$ cat src/rtl/fifo_wr_arbiter.sv
// fifo_wr_arbiter: round-robin arbiter sharing one FIFO write port among NUM_REQ producers.
// Define FIFO_ARB_BURST_EN to let a winner keep ownership for up to MAX_BURST words.
module fifo_wr_arbiter #(
    parameter int NUM_REQ    = 4,
    parameter int DATA_WIDTH = 8,
    parameter int MAX_BURST  = 4
) (
    input  logic                          clk,
    input  logic                          reset,
    input  logic [NUM_REQ-1:0]            req,
    input  logic [NUM_REQ*DATA_WIDTH-1:0] req_data,
    input  logic                          full,
    output logic [NUM_REQ-1:0]            ack,
    output logic                          wr,
    output logic [DATA_WIDTH-1:0]         w_data,
    output logic [$clog2(NUM_REQ)-1:0]    grant_idx
);
    localparam int IW = $clog2(NUM_REQ);

    if (NUM_REQ < 2 || MAX_BURST < 1) begin : g_chk
        $error("fifo_wr_arbiter: NUM_REQ must be >= 2 and MAX_BURST >= 1");
    end

    logic [IW-1:0] rr_q, rr_d, start, idx, pick, win;
    logic          pick_ok, found, xfer;

    function automatic logic [IW-1:0] inc(input logic [IW-1:0] i);
        return (int'(i) == NUM_REQ - 1) ? '0 : i + 1'b1;
    endfunction

    // Scanning downward lets the candidate closest to start overwrite the others.
    always_comb begin
        idx     = '0;
        pick    = '0;
        pick_ok = 1'b0;
        for (int k = NUM_REQ - 1; k >= 0; k--) begin
            idx = IW'((int'(start) + k) % NUM_REQ);
            if (req[idx]) begin
                pick    = idx;
                pick_ok = 1'b1;
            end
        end
    end

    assign xfer      = found && !full && !reset;
    assign wr        = xfer;
    assign ack       = xfer ? NUM_REQ'(1) << win : '0;
    assign w_data    = xfer ? req_data[win*DATA_WIDTH +: DATA_WIDTH] : '0;
    assign grant_idx = xfer ? win : '0;

`ifdef FIFO_ARB_BURST_EN
    localparam int CW = $clog2(MAX_BURST + 1);

    typedef enum logic {IDLE, BURST} state_t;

    state_t        state_q, state_d;
    logic [IW-1:0] owner_q, owner_d;
    logic [CW-1:0] cnt_q, cnt_d;
    logic          hold;

    assign hold  = state_q == BURST && req[owner_q];
    assign start = state_q == BURST ? inc(owner_q) : rr_q;
    assign win   = hold ? owner_q : pick;
    assign found = hold || pick_ok;

    // A withdrawn owner releases and the rotation restarts behind it in the same cycle.
    always_comb begin
        state_d = state_q;
        owner_d = owner_q;
        cnt_d   = cnt_q;
        rr_d    = rr_q;
        if (!full) begin
            if (hold) begin
                cnt_d = cnt_q + 1'b1;
                if (int'(cnt_d) == MAX_BURST) begin
                    state_d = IDLE;
                    cnt_d   = '0;
                    rr_d    = inc(owner_q);
                end
            end else begin
                if (state_q == BURST) begin
                    state_d = IDLE;
                    cnt_d   = '0;
                    rr_d    = inc(owner_q);
                end
                if (pick_ok) begin
                    owner_d = pick;
                    state_d = MAX_BURST == 1 ? IDLE : BURST;
                    cnt_d   = MAX_BURST == 1 ? '0 : CW'(1);
                    rr_d    = MAX_BURST == 1 ? inc(pick) : rr_d;
                end
            end
        end
    end

    always_ff @(posedge clk) begin
        if (reset) begin
            state_q <= IDLE;
            owner_q <= '0;
            cnt_q   <= '0;
            rr_q    <= '0;
        end else begin
            state_q <= state_d;
            owner_q <= owner_d;
            cnt_q   <= cnt_d;
            rr_q    <= rr_d;
        end
    end
`else
    assign start = rr_q;
    assign win   = pick;
    assign found = pick_ok;
    assign rr_d  = xfer ? inc(win) : rr_q;

    always_ff @(posedge clk) begin
        if (reset) rr_q <= '0;
        else rr_q <= rr_d;
    end
`endif
endmodule
$ cat config.mk
export PLATFORM = sky130hd
export DESIGN_NAME = fifo_wr_arbiter
export DESIGN_NICKNAME = d
export VERILOG_FILES = /design/src/rtl/fifo_wr_arbiter.sv
export SDC_FILE = /design/constraint.sdc
export NUM_CORES = 1
export LEC_CHECK = 0
export CAP_MARGIN = 0
export CORE_MARGIN = 3
export CORE_UTILIZATION = 25
export DETAILED_ROUTE_END_ITERATION = 10
export MAX_ROUTING_LAYER = met4
export PLACE_DENSITY = 0.76
export RECOVER_POWER = 50
export SLEW_MARGIN = 20
export SYNTH_ARGS = -nofsm -noshare
export SYNTH_HDL_FRONTEND = slang
export SYNTH_SLANG_ARGS = --single-unit
$ cat constraint.sdc
create_clock -name clk -period 1.89 [get_ports clk]
set_input_delay 0.4725 -clock clk [delete_from_list [all_inputs] [get_ports clk]]
set_output_delay 0.4725 -clock clk [all_outputs]
set_load 0.005 [all_outputs]
Yosys cells after proc, flatten, opt, wreduce, memory -nomap -nowiden --
Index checks and enable logic that the tools add are counted.
Operators by class: equality and inequality tests 1, order comparisons 4, reduce and logical (&&, ||, !) cells 4, shift-type cells 2, multiplexer cells 20, $add $sub $neg 4
Operators by type and width (number):
- 32-bit by 6-bit variable part select with 8-bit output | 1
- 2-bit by 3-bit less-than comparator with 1-bit output, second input constant | 4
- 2-bit 2-to-1 mux | 6
- 1-bit binary-select mux with 2-bit select | 4
- 1-bit 2-to-1 mux | 8
- 8-bit 2-to-1 mux | 1
- 2-bit by 1-bit adder with 2-bit output, second input constant | 2
- 2-bit adder, second input constant | 2
- 4-bit 2-to-1 mux | 1
- 1-bit by 2-bit << shifter with 4-bit output, first input constant | 1
- 2-bit by 1-bit == test with 1-bit output, second input constant | 1
- 1-bit logical AND | 2
- 1-bit logical NOT | 2
Word-level totals: bits in registers 2, bits of input ports 39, output and inout bits 15

Longest topological paths before layout --
word-level depth 10, depth in mapped cells 8, mapped depth without buffers 6

Least setup slack after synthesis --
Ideal clock, no wire load.
path kind input to output, from input port req[0], to output port ack[0], slack -116 ps, buffers on the path 2, arrival time 1533 ps, cell stages on the path 8, path through a21o_1 > a21oi_1 > o22a_2 > buf_8 > buf_12 > inv_1 > ha_1 > and2_1
Between the ends: longest elaborated chain between the ends 9, elaborated cells on any way between the ends 20, classes of those cells shift (1); mux (17); reduce/logical (2)
RTL lines:
- start: declaration | line 10 | input logic [NUM_REQ-1:0] req,
- 1-bit binary-select mux with 2-bit select | line 38 | if (req[idx]) begin
- 1-bit 2-to-1 mux (implied by the code) | line 38
- 1-bit 2-to-1 mux (4 in series) | line 38
- 1-bit logical AND (2 in series) | line 45 | assign xfer = found && !full && !reset;
- 4-bit 2-to-1 mux * | line 47 | assign ack = xfer ? NUM_REQ'(1) << win : '0;
- end: declaration | line 13 | output logic [NUM_REQ-1:0] ack,
Every way passes the cells marked *; elsewhere a longest branch is shown, timed or not. The select of a mux whose other input is x is not followed.

Worst setup path after layout --
from input port req[0], to output port w_data[4]
Between the ends: longest elaborated chain between the ends 9, elaborated cells on any way between the ends 20, classes of those cells shift (1); mux (17); reduce/logical (2)
RTL lines:
- parallel branches: the longest is 8 deep, another holds 32-bit by 6-bit variable part select with 8-bit output
- 8-bit 2-to-1 mux * | line 48 | assign w_data = xfer ? req_data[win*DATA_WIDTH +: DATA_WIDTH] : '0;
- end: declaration | line 15 | output logic [DATA_WIDTH-1:0] w_data,
Mark *: on every way between the ends. The select of a mux whose other input is x is not followed.

==> flow_summary.ini <==
[status]
result_of_the_run = finished, violations left
failing_checks = setup timing

[sta]
setup_viol_count_final = 14
timing.final.max_slew_violations = 0
post-route-worst-setup-slack_ns = -0.389
finalClockSkew_ns = 0.000908
final_hold_viol_count = 0
rsz_0062_raised_after_global_routing = yes
slew_headroom = 0.823
period_share = 1.21
period_needed_ns = 2.28
worstMarginPinSlew_ns = 0.265
fmax_mhz = 439

[detailed_routing]
drt_iter0_drc = 8
routed_wirelength_um = 3080
drt_pre_antenna_iters = 4
vias = 833
avgRoutedWirePerCell_um = 18.5
routed_via_density = 5.02
detail-route-antenna-nets = 0
remaining_drc_errors = 0

[placement]
numPortBuffers = 53
post-place-cells = 146
hpwlAfterDp_um = 1680
gpl.final_weighted_congestion = 0.780
placement.setup.worst_slack_ns = -1.03

[final_layout]
flip_flop_count_of_the_largest_register_all_copies_and_words_added = 2
top_reg_by_flops = rr_q
stdcell_count = 166
n_antenna_cell = 0
reg.largest.list = rr_q x2
finalNetCount = 186
layout-area-overhead-vs-synth_pct = 198
final_layout_size_suffix_gt1_frac = 0.574

[logic_synthesis]
synth_fp_nets = 104
synth.area.top_cells = mux2i_1 (32%), o22ai_1 (11%), ha_1 (10%)
synth_top_area_frac = 0.319
synth_sequential_area_ratio = 0.0798
synth_top_area_cell = mux2i_1
synthMostInstantiatedCell = mux2i_1
average_footprint_of_a_synthesized_cell_um2 = 8.23
ranking_of_synthesized_cells_by_instance_count = mux2i_1 (16), o22ai_1 (9), inv_1 (6), and2_1 (5), ha_1 (4)
synth-main-ff-cell = dfxtp_1
number_of_enable_flip_flop_cells_after_synthesis = 0
synthesis.instances = 61
synthArstFlopShare = 0
post_synth_num_cell_types = 20
synth.cell_area_um2 = 502
synth.ff_latch_count = 2
synth.yosys.warnings = 0

[cts]
cts_made_buffers = 3
max-clock-path-buffers = 2
clkSinkCount = 2
clk_pin_slew_worst_paths_ns = 0.03
worstSkewPairLatency_ns = 0.23
cts_hold_buffers = 0
clock_tree.htree_level_count = 1
root_buffer_cell = clkbuf_4
cts_tree = yes

[setup_path]
ff2ff_path_depth = 8
worst_setup_path_endpoint = w_data[4]
crit_required_ns = 1.42
critPathArrivalTime_ns = 1.81
cp.buffers_inverters = 5
critPathSlowestCell = o22a_2
rr_endpoint = rr_q[1]
endpoint_kind = output port
worstPathCellList = buf_6 -> buf_6 -> a21oi_1 -> o22a_2 -> buf_6 -> buf_4 -> mux2i_1 -> o22ai_1 -> buf_2
cp_max_fo = 5
r2r_start = rr_q[0]
critical_path.startpoint_type = primary input
critPathMostFrequentCell = buf_6
crit_start = req[0]
cp_slowest_stage_delay_ns = 0.23
crit_family = buffers and inverters
cp_num_cells = 9
criticalPathCategory = primary input to output port
worst-r2r-setup-slack_ns = 0.26

[floorplanning]
std_cell_rows = 15
die_x_um = 50.8
effective_utilization_at_floorplan = 0.278
chipHeight_um = 50.8
design.die.area_um2 = 2580
io-pin-count = 54
core_um2 = 1800

[run]
max_cap_violations = 0

[global_routing]
antenna_violations_before_repair = 0
grt_overflow = 0
maximum_number_of_pins_on_one_net_before_global_route_repair = 10
global_route_wire_length_before_repair_um = 4130
grt_pass1_vias = 874
globalRouteTotalUtil = 0.217

[min_path]
min-delay-start = rr_q[1]
holdCritPathClass = flop to flop

[power_and_ir_drop]
vdd.ir_drop.worst_uv = 314
pwr_density_cell_nw_per_um2 = 487
power.static_leakage_nw = 0.648
repair_timing:
| item | in CTS | in global routing |
|---|---|---|
| setup endpoints to repair | 15 | 15 |
| pin swaps | 13 | 14 |
| hold endpoints to repair | 0 | 0 |
| gates resized for setup | 114 | 28 |
| gates cloned | 1 | 1 |
| setup buffers | 15 | 3 |
power breakdown:
part	total (mW)	leakage (nW)	internal [mW]	switching, mW
logic	0.570	0.617	0.334	0.236
registers	0.0612	0.0172	0.0506	0.0106
clock network	0.0973	0.0138	0.0703	0.0271
total	0.729	0.648	0.455	0.274
metrics by stage:
step | cell area [um2] | TNS (ns) | hold slack (ns) | total power [mW] | util
floorplan | 549 | -0.0863 | 0.480 | 0.246 | -
global placement | 1160 | -14.39 | 0.589 | 0.424 | 0.643
detailed placement | 1160 | -15.06 | 0.598 | 0.427 | 0.643
CTS | 1350 | -3.79 | 0.586 | 0.630 | 0.750
global route | 1500 | -4.96 | 0.643 | 0.763 | 0.831
finish | 1500 | -4.16 | 0.606 | 0.729 | 0.831
cell usage in the layout, fill, tap and decap left out, types with 2 or more instances in the layout:
master | Yosys | layout
ha_4 | 0 | 4
and2_4 | 0 | 5
buf_2 | 1 | 9
mux2i_2 | 0 | 4
dfxtp_2 | 0 | 2
clkdlybuf4s15_1 | 0 | 2
clkdlybuf4s50_1 | 0 | 32
inv_4 | 0 | 3
nand2_8 | 0 | 3
buf_6 | 0 | 17
o22ai_1 | 9 | 6
buf_4 | 0 | 12
a21oi_2 | 0 | 2
clkbuf_4 | 0 | 3
inv_8 | 0 | 2
o22ai_2 | 0 | 3
buf_8 | 1 | 4
mux2i_1 | 16 | 12
buf_12 | 1 | 2
logic make-up after synthesis:
logic type | count (synthesis) | share of synthesized area
AO/OA/AOI/OAI | 18 | 0.244
adder cells (fa/ha/maj) | 4 | 0.0998
buffers and inverters | 9 | 0.125
flip-flops | 2 | 0.0798
multiplexers | 16 | 0.319
AND/OR/NAND/NOR | 12 | 0.132
routing by layer:
metal | GRT usage | part of all wire | up-vias
met4 | 0.0897 | 0.043 | 0
met1 | 0.238 | 0.40 | 394
met3 | 0.0415 | 0.032 | 12
met2 | 0.380 | 0.52 | 40
li1 | - | - | 387
met5 | - | 0 | -
worst min path at each step:
stage               endpoint  slack [ns]  depth (start not counted)
global route         rr_q[1]        0.64                          2
global placement     rr_q[1]        0.59                          2
CTS                  rr_q[1]        0.59                          2
finish               rr_q[1]        0.61                          2
detailed placement   rr_q[1]        0.60                          2
floorplan            rr_q[0]        0.48                          2
cell type report:
class	count	area, um2
fillers	112	305
inverters	6	45.0
flip-flops and latches	2	42.5
multi-input cells	52	588
repair buffers	78	767
clock buffers	3	22.5
well taps	25	31.3
worst min-delay path: stages, from the launching register on:
cell and delay [ns]:
dfxtp_2 0.34, or2b_1 0.15, o21ai_0 0.06
Power figures use the tool's default switching activity.
